## config.mk

```make
export PLATFORM = sky130hd
export DESIGN_NAME = mac_accum_8x8_flat
export DESIGN_NICKNAME = d
export VERILOG_FILES = /design/src/rtl/mac_accum_8x8_if.sv /design/src/rtl/mac_accum_8x8.sv /design/src/flat_wrapper.sv
export SDC_FILE = /design/constraint.sdc
export NUM_CORES = 1
export LEC_CHECK = 0
export ABC_AREA = 1
export ABC_CLOCK_PERIOD_IN_PS = 22300
export CAP_MARGIN = 20
export CORE_ASPECT_RATIO = 0.75
export CORE_MARGIN = 3
export CORE_UTILIZATION = 60
export DETAILED_ROUTE_END_ITERATION = 6
export GPL_ROUTABILITY_DRIVEN = 1
export PLACE_DENSITY = 0.82
export SYNTH_ARGS = -nofsm -noshare
export SYNTH_HDL_FRONTEND = slang
export SYNTH_SLANG_ARGS = --single-unit
```

## constraint.sdc

```tcl
create_clock -name clk -period 22.3 [get_ports clk]
set_input_delay 4.46 -clock clk [delete_from_list [all_inputs] [get_ports clk]]
set_output_delay 4.46 -clock clk [all_outputs]
set_load 0.01 [all_outputs]
```

## src/rtl/mac_accum_8x8_if.sv

```systemverilog
// Operand and result handshakes of the 8x8 multiply-accumulate stage.
// The master drives operands and accepts results; the slave is the MAC.
interface mac_accum_8x8_if #(
   parameter int ACC_W = 18
);
   logic             in_valid;
   logic             in_ready;
   logic [7:0]       a;
   logic [7:0]       b;
   logic             out_valid;
   logic             out_ready;
   logic [ACC_W-1:0] out_sum;
   logic             out_overflow;

   modport master (
      output in_valid, a, b, out_ready,
      input  in_ready, out_valid, out_sum, out_overflow
   );

   modport slave (
      input  in_valid, a, b, out_ready,
      output in_ready, out_valid, out_sum, out_overflow
   );
endinterface

```

## src/rtl/mac_accum_8x8.sv

```systemverilog
// Dot-product stage: registers operand pairs, multiplies them 8x8
// unsigned and accumulates LEN products into one handshaked result.
module mac_accum_8x8 #(
   parameter int LEN   = 4,
   parameter int ACC_W = 18
) (
   input logic           clk,
   input logic           rst,
   mac_accum_8x8_if.slave bus
);
   localparam int CW = $clog2(LEN + 1);

   typedef enum logic [1:0] {
      IDLE,
      RUN,
      DRAIN,
      DONE
   } state_t;

   state_t           state;
   state_t           nstate;
   logic [CW-1:0]    cnt;
   logic [ACC_W-1:0] acc;
   logic             ovf;
   logic [7:0]       a_q;
   logic [7:0]       b_q;
   logic             pv;
   logic [15:0]      p;
   logic [ACC_W:0]   sum;
   logic             in_rdy;
   logic             o_vld;
   logic             in_hs;
   logic             out_hs;
   logic             last;

   // Array multiplier: sum of shifted partial products of the held pair.
   always_comb begin
      p = '0;
      for (int i = 0; i < 8; i++) begin
         if (b_q[i]) p = p + (16'(a_q) << i);
      end
   end

   assign in_hs  = bus.in_valid & in_rdy;
   assign out_hs = o_vld & bus.out_ready;
   assign last   = (cnt == CW'(LEN - 1));
   assign sum    = {1'b0, acc} + (ACC_W + 1)'(p);

   always_ff @(posedge clk or posedge rst) begin
      if (rst) state <= IDLE;
      else     state <= nstate;
   end

   always_comb begin
      nstate = state;
      unique case (state)
         IDLE:    nstate = RUN;
         RUN:     if (in_hs && last) nstate = DRAIN;
         DRAIN:   nstate = DONE;
         DONE:    if (bus.out_ready) nstate = RUN;
         default: nstate = IDLE;
      endcase
   end

   always_comb begin
      in_rdy = 1'b0;
      o_vld  = 1'b0;
      unique case (state)
         RUN:     in_rdy = 1'b1;
         DONE:    o_vld  = 1'b1;
         default: ;
      endcase
   end

   // pv marks a freshly captured pair whose product lands next edge.
   always_ff @(posedge clk or posedge rst) begin
      if (rst) begin
         cnt <= '0;
         acc <= '0;
         ovf <= 1'b0;
         a_q <= '0;
         b_q <= '0;
         pv  <= 1'b0;
      end else begin
         pv <= in_hs;
         if (pv) begin
            acc <= sum[ACC_W-1:0];
            ovf <= ovf | sum[ACC_W];
         end
         if (in_hs) begin
            a_q <= bus.a;
            b_q <= bus.b;
            cnt <= cnt + 1'b1;
         end
         if (out_hs) begin
            acc <= '0;
            ovf <= 1'b0;
            cnt <= '0;
         end
      end
   end

   assign bus.in_ready     = in_rdy;
   assign bus.out_valid    = o_vld;
   assign bus.out_sum      = acc;
   assign bus.out_overflow = ovf;
endmodule

```

## src/flat_wrapper.sv

```systemverilog
// flat-port wrapper written by rule: the top's interface ports become plain ports
module mac_accum_8x8_flat 
#(
   parameter int LEN   = 4,
   parameter int ACC_W = 18
)
  (clk, rst, bus_in_valid, bus_a, bus_b, bus_out_ready, bus_in_ready, bus_out_valid, bus_out_sum, bus_out_overflow);
  mac_accum_8x8_if #(.ACC_W(ACC_W)) bus_i ();
  input logic clk;
  input logic rst;
  input wire logic [$bits(bus_i.in_valid)-1:0] bus_in_valid;
  input wire logic [$bits(bus_i.a)-1:0] bus_a;
  input wire logic [$bits(bus_i.b)-1:0] bus_b;
  input wire logic [$bits(bus_i.out_ready)-1:0] bus_out_ready;
  output wire logic [$bits(bus_i.in_ready)-1:0] bus_in_ready;
  output wire logic [$bits(bus_i.out_valid)-1:0] bus_out_valid;
  output wire logic [$bits(bus_i.out_sum)-1:0] bus_out_sum;
  output wire logic [$bits(bus_i.out_overflow)-1:0] bus_out_overflow;
  assign bus_i.in_valid = bus_in_valid;
  assign bus_i.a = bus_a;
  assign bus_i.b = bus_b;
  assign bus_i.out_ready = bus_out_ready;
  assign bus_in_ready = bus_i.in_ready;
  assign bus_out_valid = bus_i.out_valid;
  assign bus_out_sum = bus_i.out_sum;
  assign bus_out_overflow = bus_i.out_overflow;
  mac_accum_8x8 #(.LEN(LEN), .ACC_W(ACC_W)) u_core (.clk(clk), .rst(rst), .bus(bus_i));
endmodule
```

* After elaboration in Yosys (flattened, before gate mapping)
Index checks and enable logic that the tools add are counted.
** Operators by class
- Add/subtract/negate cells :: 9
- Equality and inequality tests :: 6
- Mux-type cells :: 19
- Bitwise logic cells :: 3
- Reductions and logical operators :: 5
** Operators by type and width (count)
- 2-to-1 mux 16 bit :: 7
- 2-to-1 mux 18 bit :: 2
- adder 18 x 16 -> 19 bit :: 1
- adder 16 x 10 -> 16 bit :: 1
- adder 16 x 11 -> 16 bit :: 1
- adder 16 x 12 -> 16 bit :: 1
- adder 16 x 13 -> 16 bit :: 1
- adder 16 x 14 -> 16 bit :: 1
- adder 16 x 15 -> 16 bit :: 1
- adder 16 x 9 -> 16 bit :: 1
- 2-to-1 mux 8 bit :: 1
- case mux 2 bit (4 select lines) :: 1
- 2-to-1 mux 3 bit :: 2
- == test 2 bit, second input constant :: 2
- 2-to-1 mux 1 bit :: 4
- 2-to-1 mux 2 bit :: 2
- nonzero test 2 bit :: 2
- adder 3 x 1 -> 3 bit, second input constant :: 1
- == test 3 x 2 -> 1 bit, second input constant :: 1
- AND 1 bit :: 2
- == test 2 x 1 -> 1 bit, second input constant :: 1
- logical NOT 2 bit :: 1
- != test 2 x 1 -> 1 bit, second input constant :: 1
- != test 2 bit, second input constant :: 1
- 3 further kinds :: 3
** Storage, ports and cells
- Register bits after elaboration :: 41
- Bits of input ports :: 20
- Logic and storage cells :: 49

* Depth between registers and ports, before layout
Gate-level depths: netlist of run 1.
- Word-level depth :: 19
- Mapped depth :: 62
- Mapped depth without buffers :: 61

* Worst setup path after synthesis of run 1
Ideal clock, no wire load.
- Path kind :: register -> register
- Start point :: register u_core.b_q[0]
- End point :: register u_core.acc[16] (netlist: u_core.bus.out_sum[16])
- Library setup time :: 0.131 ns
- Arrival :: 8.432 ns
- Required time :: 22.169 ns
- Slack :: 13.738 ns
- Stages on the path, launching flop included :: 55
- Period minus slack after synthesis :: 8.562 ns
- Path through :: dfrtp_1 -> buf_4 -> nand2_1 -> inv_1 -> ha_1 -> fa_1 -> xor2_1 -> o21ai_0 -> ha_1 -> nand3_1 -> nand2_1 -> xnor2_1 -> o21ai_2 -> ha_1 -> a21oi_1 -> nand2_1 -> or2_2 -> nand3_1 -> [... 19 more ...] -> o21ai_0 -> xnor2_1 -> nand2_1 -> and2_1 -> ha_1 -> a21oi_1 -> o21ai_0 -> inv_1 -> nor2_1 -> o21ai_0 -> a21oi_1 -> ha_1 -> a21oi_1 -> inv_1 -> a211oi_1 -> a211oi_1 -> o21ai_0 -> a21oi_1
** On the way
- Longest elaborated chain between the ends :: 18
** Ends and longest elaborated chain
- from (decl) :: line mac_accum_8x8.sv:26 : logic [7:0] b_q;
- from (signal assigned) :: line mac_accum_8x8.sv:92 : b_q <= bus.b;
- 2-to-1 mux 8 bit * :: line mac_accum_8x8.sv:40 : if (b_q[i]) p = p + (16'(a_q) << i);
- adder 16 x 9 -> 16 bit :: line mac_accum_8x8.sv:40
- 2-to-1 mux 16 bit * :: line mac_accum_8x8.sv:40
- adder 16 x 10 -> 16 bit :: line mac_accum_8x8.sv:40
- 2-to-1 mux 16 bit * :: line mac_accum_8x8.sv:40
- adder 16 x 11 -> 16 bit :: line mac_accum_8x8.sv:40
- 2-to-1 mux 16 bit * :: line mac_accum_8x8.sv:40
- adder 16 x 12 -> 16 bit :: line mac_accum_8x8.sv:40
- [... 2 more ...]
- 2-to-1 mux 16 bit * :: line mac_accum_8x8.sv:40
- adder 16 x 14 -> 16 bit :: line mac_accum_8x8.sv:40
- 2-to-1 mux 16 bit * :: line mac_accum_8x8.sv:40
- adder 16 x 15 -> 16 bit :: line mac_accum_8x8.sv:40
- 2-to-1 mux 16 bit * :: line mac_accum_8x8.sv:40
- adder 18 x 16 -> 19 bit * :: line mac_accum_8x8.sv:47 : assign sum = {1'b0, acc} + (ACC_W + 1)'(p);
- 2-to-1 mux 18 bit * :: line mac_accum_8x8.sv:86 : if (pv) begin
- 2-to-1 mux 18 bit * :: line mac_accum_8x8.sv:95 : if (out_hs) begin
- to (signal assigned) :: line mac_accum_8x8.sv:87 : acc <= sum[ACC_W-1:0];
- to (decl) :: line mac_accum_8x8.sv:23 : logic [ACC_W-1:0] acc;
Mark *: on every way between the ends. The rest lies on a longest branch, timed or not. The select of a mux whose other input is x is not followed.
A chain may end at the register's enable or synchronous reset.

* Worst setup path after layout of run 1
- Start point :: register u_core.a_q[1]
- End point :: register u_core.acc[16] (netlist: u_core.bus.out_sum[16])
** On the way
- Longest elaborated chain between the ends :: 18
** Ends and longest elaborated chain
- from (decl) :: line mac_accum_8x8.sv:25 : logic [7:0] a_q;
- from (signal assigned) :: line mac_accum_8x8.sv:91 : a_q <= bus.a;
- 2-to-1 mux 8 bit :: line mac_accum_8x8.sv:40
- adder 16 x 9 -> 16 bit :: line mac_accum_8x8.sv:40
- 2-to-1 mux 16 bit :: line mac_accum_8x8.sv:40
- adder 16 x 10 -> 16 bit :: line mac_accum_8x8.sv:40
- 2-to-1 mux 16 bit :: line mac_accum_8x8.sv:40
- adder 16 x 11 -> 16 bit :: line mac_accum_8x8.sv:40
- 2-to-1 mux 16 bit :: line mac_accum_8x8.sv:40
- adder 16 x 12 -> 16 bit :: line mac_accum_8x8.sv:40
- [... 2 more ...]
- 2-to-1 mux 16 bit :: line mac_accum_8x8.sv:40
- adder 16 x 14 -> 16 bit :: line mac_accum_8x8.sv:40
- 2-to-1 mux 16 bit :: line mac_accum_8x8.sv:40
- adder 16 x 15 -> 16 bit :: line mac_accum_8x8.sv:40
- 2-to-1 mux 16 bit * :: line mac_accum_8x8.sv:40
- adder 18 x 16 -> 19 bit * :: line mac_accum_8x8.sv:47
- 2-to-1 mux 18 bit * :: line mac_accum_8x8.sv:86
- 2-to-1 mux 18 bit * :: line mac_accum_8x8.sv:95
Marks and branches as above.

==> flow_summary.json, run 1 <==
{
  "vias": 5500,
  "stdcell_area_um2": 6120,
  "ys_ff_latch": 41,
  "synth_edf_count": 0,
  "synth_fp_nets": 922,
  "avgSynthCellArea_um2": 6.74,
  "htreeDepth": 2,
  "finalHoldViolCount": 0,
  "grt_usage": 0.278,
  "final_max_slew_viol_count": 0,
  "yosys.cell_types.count": 42,
  "cp.buffers_inverters": 4,
  "synthCells": 813,
  "synth.yosys.seq_area_share": 0.187,
  "die_w_um": 116,
  "fin_worst_skew_ns": 0.00396,
  "cts_root_buf": "clkbuf_16",
  "antenna_left": 0,
  "rows": 29,
  "drtIter0Drc": 395,
  "cp_common_cell": "nand2_1",
  "post-route-period-util": 0.446,
  "tns_ns": 0,
  "drc": 0,
  "clk_path_buf_depth": 2,
  "start_util": 0.632,
  "antenna_found_initial": 0,
  "postPlaceCellArea_um2": 5950,
  "drive_gt1_frac": 0.0649,
  "area_growth_pct": 11.6,
  "globalRoute.totalOverflow": 0,
  "crit_path_start_kind": "flip-flop",
  "cts_num_sinks": 41,
  "finalSetupViolCount": 0,
  "nets": 955,
  "hp-class": "flip-flop to flip-flop",
  "max_freq_ghz": 0.100,
  "drt-pass1-iter-count": 5,
  "cp.arrival_ns": 10.10,
  "clk_pin_slew_worst_paths_ns": 0.06,
  "tritoncts": "built",
  "core_area_um2": 8670,
  "wl_per_cell_um": 14.6,
  "slowest_stage": "dfrtp_1",
  "max_slew_margin": 0.463,
  "synth-async-reset-ratio": 1.00,
  "layout_commonest_cell": "nand2_1",
  "end_kind": "flip-flop",
  "worst_path_largest_cell_delay_ns": 0.56,
  "io_pins": 41,
  "postRouteWirelength_um": 13900,
  "place_congestion": 0.902,
  "numCtsBuffers": 5,
  "hpwl_um": 11000,
  "worstPathMaxFanout": 11,
  "cp_top_family": "compound AO/OA/AOI/OAI gates",
  "grt_pass1_vias": 5112,
  "die_h_um": 88.8,
  "final_cell_mix": "nand2_1 (236), inv_1 (98), ha_1 (81)",
  "nFillCells": 740,
  "cts_setup_buffers": 0,
  "rsz0062_at_grt": "no",
  "worst-path-stages": 53,
  "die_area_um2": 10300,
  "crit_required_ns": 22.45,
  "reg2regPathDepth": 53,
  "netlist_area_um2": 5480,
  "grt_pass1_wl_um": 23200,
  "drv_cap": 0,
  "portBuffers": 40,
  "tightest_slew_ns": 0.804,
  "whs_path_depth": 2,
  "path_class": "flip-flop to flip-flop",
  "outcome": "complete, no violations",
  "post_cts_resized": 0,
  "grt_max_degree": 42,
  "clkLatencyLatePin_ns": 0.29,
  "num_antenna_cells": 0,
  "fin_crit_ns": 9.95,
  "synth_flop_cell": "dfrtp_1",
  "ys_warn_count": 0,
  "hold_buffers": 0,
  "vias_per_cell": 5.76
}
routing by layer:
layer  vias up  routed length [um]  track usage
met4         0                 199       0.0717
met1      2526                6690        0.381
li1       2757                   -            -
met2       195                6330        0.463
met3        22                 718       0.0403
met5         -                   0            0
through the flow:
step / worst slack (ns) / hold WS [ns] / std cells / util
floorplan: 13.74 / 0.464 / 813 / -
global placement: 13.08 / 0.486 / 947 / 0.686
detailed placement: 12.56 / 0.504 / 947 / 0.686
CTS: 12.51 / 0.519 / 955 / 0.706
global route: 11.49 / 0.564 / 955 / 0.706
finish: 12.35 / 0.517 / 955 / 0.706
state kept, by name (all words and copies together), names as in the netlist:
register and flops:
u_core.bus.out_overflow 1, u_core.cnt 3, u_core.state 2, u_core.bus.out_sum 18, u_core.b_q 8, u_core.pv 1
u_core.a_q 8
final timing paths:
path	startpoint	to	slack, ns
max	u_core.a_q[1]$_DFFE_PP0P_	u_core.bus.out_sum[16]$_DFFE_PP0P_	12.35
min	u_core.bus.out_sum[7]$_DFFE_PP0P_	u_core.bus.out_sum[7]$_DFFE_PP0P_	0.52
max reg2reg	u_core.a_q[1]$_DFFE_PP0P_	u_core.bus.out_sum[16]$_DFFE_PP0P_	12.35
min reg2reg	u_core.bus.out_sum[7]$_DFFE_PP0P_	u_core.bus.out_sum[7]$_DFFE_PP0P_	0.52
max in group asynchronous	rst	u_core.bus.out_sum[10]$_DFFE_PP0P_	17.32
min in group asynchronous	rst	u_core.state[0]$_DFFE_PP0P_	4.60
cells by family after synthesis:
group,synth area share
fa+ha+maj,0.214
xor+xnor,0.0381
flops,0.187
simple gates,0.312
buf+inv,0.0867
compound gates,0.162
area by class of cell:
cell class	count	area [um^2]	share of cell area
Clock inverter	2	38.8	0.00634
Tap cell	108	135	0.0221
Clock buffer	6	129	0.0211
Inverter	105	394	0.0644
Multi-Input combinational cell	651	3980	0.651
Sequential cell	41	1030	0.168
Timing Repair Buffer	42	415	0.0679
Yosys cell counts, drive strengths merged (9+ instances only):
library cell | n | area [um^2]
xnor2 | 9 | 78.8
or2 | 10 | 62.6
dfrtp | 41 | 1030
o21ai | 71 | 385
and2 | 11 | 68.8
a21oi | 62 | 310
xor2 | 14 | 130
ha | 81 | 1010
nand2 | 242 | 923
inv | 104 | 390
nor2 | 30 | 113
nand3 | 74 | 455
tightest hold or removal path, cell delays in order (launching register included):
cell     delay [ns]
dfrtp_1        0.37
nand2_1        0.06
o31ai_1        0.05
Power of run 1 is not shown: default switching activity piles up to over one toggle a cycle in this logic, so the estimate is an artifact.
==> inputs of run 2 (changes only) <==
--- a/config.mk
+++ b/config.mk
@@ -6,7 +6,7 @@
 export NUM_CORES = 1
 export LEC_CHECK = 0
 export ABC_AREA = 1
-export ABC_CLOCK_PERIOD_IN_PS = 22300
+export ABC_CLOCK_PERIOD_IN_PS = 9500
 export CAP_MARGIN = 20
 export CORE_ASPECT_RATIO = 0.75
 export CORE_MARGIN = 3
==> constraint.sdc (replaced) <==
create_clock -name clk -period 9.5 [get_ports clk]
set_input_delay 1.9 -clock clk [delete_from_list [all_inputs] [get_ports clk]]
set_output_delay 1.9 -clock clk [all_outputs]
set_load 0.01 [all_outputs]
==> flow_summary.json, run 2 (synthesis results as in run 1) <==
{
  "layout_commonest_cell": "nand2_1",
  "hp-class": "flip-flop to flip-flop",
  "cts_root_buf": "clkbuf_16",
  "clk_pin_slew_worst_paths_ns": 0.07,
  "die_area_um2": 10300,
  "outcome": "complete, no violations",
  "io_pins": 41,
  "max_freq_ghz": 0.113,
  "startpoint": "u_core.a_q[7]$_DFFE_PP0P_",
  "globalRoute.totalOverflow": 0,
  "drc": 0,
  "cts_num_sinks": 41,
  "end_kind": "flip-flop",
  "nets": 968,
  "path_class": "flip-flop to flip-flop",
  "drt-pass1-iter-count": 5,
  "finalHoldViolCount": 0,
  "worst-path-stages": 53,
  "fin_worst_skew_ns": 0.00649,
  "nFillCells": 694,
  "start_util": 0.632,
  "core_area_um2": 8670,
  "met3WireLength_um": 815,
  "finalSetupViolCount": 0,
  "grt_pass1_wl_um": 23600,
  "num_antenna_cells": 0,
  "numCtsBuffers": 5,
  "whs_path_depth": 2,
  "htreeDepth": 2,
  "wl_per_cell_um": 15.0,
  "cp_top_family": "adder cells",
  "crit_path_start_kind": "flip-flop",
  "drt-met1-wl_um": 6810,
  "drtIter0Drc": 362,
  "clkLatencyLatePin_ns": 0.29,
  "vias": 5532,
  "die_w_um": 116,
  "tritoncts": "built",
  "worstHoldStart": "u_core.bus.out_sum[15]$_DFFE_PP0P_",
  "antenna_found_initial": 0,
  "cp.buffers_inverters": 8,
  "drv_cap": 0,
  "final_cell_mix": "nand2_1 (235), inv_1 (98), ha_1 (69)",
  "multi_input_area_um2": 4160,
  "portBuffers": 40,
  "area_growth_pct": 16.7,
  "worst_path_largest_cell_delay_ns": 0.70,
  "worstPathMaxFanout": 10,
  "hpwl_um": 10900,
  "clk_path_buf_depth": 2,
  "rows": 29,
  "instances_no_fill": 968,
  "tightest_slew_ns": 0.822,
  "largest_register_ffs": 18,
  "antenna_left": 0,
  "final_max_slew_viol_count": 0,
  "crit_required_ns": 9.66,
  "cp_common_cell": "inv_1",
  "place_congestion": 0.940,
  "grt_max_degree": 42,
  "vias_per_cell": 5.71,
  "seqCellArea_um2": 1030,
  "dp.cells": 951,
  "fin_crit_ns": 8.89,
  "cp.arrival_ns": 9.05,
  "reg2regPathDepth": 53,
  "postRouteWirelength_um": 14500,
  "slowest_stage": "dfrtp_1",
  "grt_usage": 0.281,
  "dr_wl_met2_um": 6650,
  "die_h_um": 88.8,
  "top_layer": "met4",
  "grt_pass1_vias": 5222,
  "post-route-period-util": 0.936,
  "max_slew_margin": 0.452,
  "drive_gt1_frac": 0.122,
  "r2r-start": "u_core.a_q[7]$_DFFE_PP0P_"
}
[run 2: worst paths after layout]
path	endpoint	slack, ns
max	u_core.bus.out_sum[16]$_DFFE_PP0P_	0.61
min	u_core.bus.out_sum[15]$_DFFE_PP0P_	0.52
max reg2reg	u_core.bus.out_sum[16]$_DFFE_PP0P_	0.61
min reg2reg	u_core.bus.out_sum[15]$_DFFE_PP0P_	0.52
max in group asynchronous	u_core.a_q[2]$_DFFE_PP0P_	7.03
min in group asynchronous	u_core.bus.out_sum[5]$_DFFE_PP0P_	2.07
[run 2: metal layers]
| metal | GRT usage | up-vias |
|---|---|---|
| li1 | - | 2781 |
| met1 | 0.397 | 2548 |
| met2 | 0.452 | 175 |
| met3 | 0.0478 | 28 |
| met4 | 0.0664 | 0 |
| met5 | 0 | - |
[run 2: cell type report]
| type | instances | share of cell area |
|---|---|---|
| sequential | 41 | 0.161 |
| tap | 108 | 0.0211 |
| clock buffer | 6 | 0.0201 |
| inverter | 105 | 0.0616 |
| multi-input combinational | 651 | 0.650 |
| timing repair buffer | 55 | 0.0802 |
| clock inverter | 2 | 0.00606 |
[run 2: metrics by stage]
| step | util | area, um^2 | setup WS (ns) | hold WS (ns) | setup TNS, ns |
|---|---|---|---|---|---|
| CTS | 0.709 | 6150 | 0.0124 | 0.521 | 0 |
| global route | 0.738 | 6400 | -0.156 | 0.557 | -0.324 |
| floorplan | - | 5480 | 0.938 | 0.464 | 0 |
| finish | 0.738 | 6400 | 0.611 | 0.517 | 0 |
| detailed placement | 0.690 | 5980 | 0.0573 | 0.504 | 0 |
| global placement | 0.690 | 5980 | 0.358 | 0.486 | 0 |
[run 2: timing repair]
item / 4_1_cts / 5_1_grt
buffers inserted: 0 / 9
setup endpoints to repair: 0 / 8
resized for setup: 0 / 48
hold buffers: 0 / 0
[run 2: worst register-to-register path, delay by kind of cell, from the launching register on]
| family | cells | cell delay, ns |
|---|---|---|
| AO/OA/AOI/OAI | 16 | 2.30 |
| XOR/XNOR | 3 | 0.46 |
| adder cells (fa/ha/maj) | 8 | 2.46 |
| buffers and inverters | 8 | 0.59 |
| flip-flops | 1 | 0.70 |
| AND/OR/NAND/NOR | 18 | 2.27 |
Power of run 2 is left out for the same reason.
==> inputs of run 3 (changes only) <==
--- a/config.mk
+++ b/config.mk
@@ -13,6 +13,7 @@
 export CORE_UTILIZATION = 60
 export DETAILED_ROUTE_END_ITERATION = 6
 export GPL_ROUTABILITY_DRIVEN = 1
+export GPL_TIMING_DRIVEN = 0
 export PLACE_DENSITY = 0.82
 export SYNTH_ARGS = -nofsm -noshare
 export SYNTH_HDL_FRONTEND = slang
==> flow_summary.json, run 3 (synthesis results as in run 1) <==
{
  "cts_num_sinks": 41,
  "fin_crit_ns": 9.09,
  "htreeDepth": 2,
  "io_pins": 41,
  "vias": 5625,
  "clk_pin_slew_worst_paths_ns": 0.06,
  "post-route-period-util": 0.957,
  "place_congestion": 0.878,
  "crit_path_start_kind": "flip-flop",
  "grt_max_degree": 42,
  "slowest_stage": "fa_2",
  "nets": 989,
  "start_util": 0.632,
  "endpoint": "u_core.bus.out_sum[16]$_DFFE_PP0P_",
  "largest_register_ffs": 18,
  "end_kind": "flip-flop",
  "layout_commonest_cell": "nand2_1",
  "drtIter0Drc": 353,
  "reg2regPathDepth": 54,
  "cp.buffers_inverters": 4,
  "drive_gt1_frac": 0.145,
  "max_freq_ghz": 0.110,
  "crit_required_ns": 9.67,
  "drt-met1-wl_um": 6960,
  "tightest_slew_ns": 0.862,
  "wl_per_cell_um": 15.1,
  "core_area_um2": 8670,
  "rows": 29,
  "outcome": "complete, no violations",
  "num_antenna_cells": 0,
  "drt-pass1-iter-count": 5,
  "portBuffers": 40,
  "hpwl_um": 11100,
  "globalRoute.totalOverflow": 0,
  "area_growth_pct": 19.8,
  "hp-class": "flip-flop to flip-flop",
  "r2r_setup_slack_ns": 0.41,
  "grt_pass1_vias": 5262,
  "drc": 0,
  "antenna_found_initial": 0,
  "final_cell_mix": "nand2_1 (234), inv_1 (97), ha_1 (70)",
  "grt_usage": 0.283,
  "postPlaceCellArea_um2": 6020,
  "stdcell_area_um2": 6570,
  "clkLatencyLatePin_ns": 0.29,
  "dr_wl_met2_um": 6970,
  "die_area_um2": 10300,
  "cp_top_family": "adder cells",
  "drv_cap": 0,
  "top_layer": "met4",
  "worst-path-stages": 54,
  "antenna_left": 0,
  "numCtsBuffers": 5,
  "whs_ns": 0.493,
  "met3WireLength_um": 807,
  "path_class": "flip-flop to flip-flop",
  "clk_path_buf_depth": 2,
  "startpoint": "u_core.b_q[0]$_DFFE_PP0P_",
  "grt_pass1_wl_um": 23600,
  "die_h_um": 88.8,
  "cts_root_buf": "clkbuf_16",
  "vias_per_cell": 5.69,
  "die_w_um": 116,
  "r2r_end": "u_core.bus.out_sum[16]$_DFFE_PP0P_",
  "fin_worst_skew_ns": 0.00411,
  "tritoncts": "built",
  "finalSetupViolCount": 0,
  "final_max_slew_viol_count": 0,
  "worstPathMaxFanout": 8,
  "max_slew_margin": 0.424,
  "r2r-start": "u_core.b_q[0]$_DFFE_PP0P_",
  "postRouteWirelength_um": 14900,
  "worst_path_largest_cell_delay_ns": 0.43,
  "cp.arrival_ns": 9.26,
  "finalHoldViolCount": 0,
  "cp_common_cell": "nand2_1"
}
-- run 3: worst min-delay path by stage --
stage,to,cells past startpoint,from,slack (ns)
after global routing,u_core.bus.out_overflow$_DFFE_PP0P_,2,u_core.bus.out_overflow$_DFFE_PP0P_,0.53
after global placement,u_core.bus.out_overflow$_DFFE_PP0P_,2,u_core.bus.out_overflow$_DFFE_PP0P_,0.48
after floorplan,u_core.cnt[0]$_DFFE_PP0P_,1,u_core.cnt[0]$_DFFE_PP0P_,0.46
after CTS,u_core.bus.out_overflow$_DFFE_PP0P_,2,u_core.bus.out_overflow$_DFFE_PP0P_,0.50
final,u_core.bus.out_overflow$_DFFE_PP0P_,2,u_core.bus.out_overflow$_DFFE_PP0P_,0.49
after detailed placement,u_core.bus.out_overflow$_DFFE_PP0P_,2,u_core.bus.out_overflow$_DFFE_PP0P_,0.49
-- run 3: stage by stage --
step	TNS (ns)	util	instances	setup WS (ns)
2_1_floorplan	0	-	813	0.938
3_3_place_gp	0	0.694	961	0.0736
3_5_place_dp	-0.562	0.694	961	-0.296
4_1_cts	0	0.714	969	0.00538
5_1_grt	-0.428	0.757	989	-0.183
6_report	0	0.757	989	0.408
-- run 3: repair_timing --
action / 4_1_cts / 5_1_grt
cloned: 0 / 0
endpoints found under the setup margin: 4 / 8
gates resized for setup: 7 / 53
buffers inserted: 0 / 20
hold buffers: 0 / 0
pin swaps: 0 / 15
-- run 3: worst reg2reg max path, delay by kind of cell, from the launching register on --
kind / cells / cell delay (ns)
DFF: 1 / 0.41
xor gates and xnor gates: 4 / 0.59
buffers and inverters: 4 / 0.40
AOI/OAI and AO/OA: 16 / 2.12
and+or+nand+nor: 20 / 2.41
adders and majority gates: 10 / 3.04
-- run 3: routing by layer --
layer / up-vias / global-route usage
met3: 19 / 0.0424
met2: 161 / 0.468
li1: 2820 / -
met4: 0 / 0.0548
met5: - / 0
met1: 2625 / 0.397
-- run 3: final cells by class --
| cell class | instances | area, um^2 |
|---|---|---|
| Inverter | 105 | 394 |
| Tap cell | 108 | 135 |
| Clock inverter | 2 | 38.8 |
| Timing Repair Buffer | 60 | 551 |
| Clock buffer | 6 | 129 |
| Multi-Input combinational cell | 651 | 4200 |
| Buffer | 16 | 85.1 |
| Fill cell | 670 | 2110 |
| Sequential cell | 41 | 1040 |
Power of run 3 is left out for the same reason.
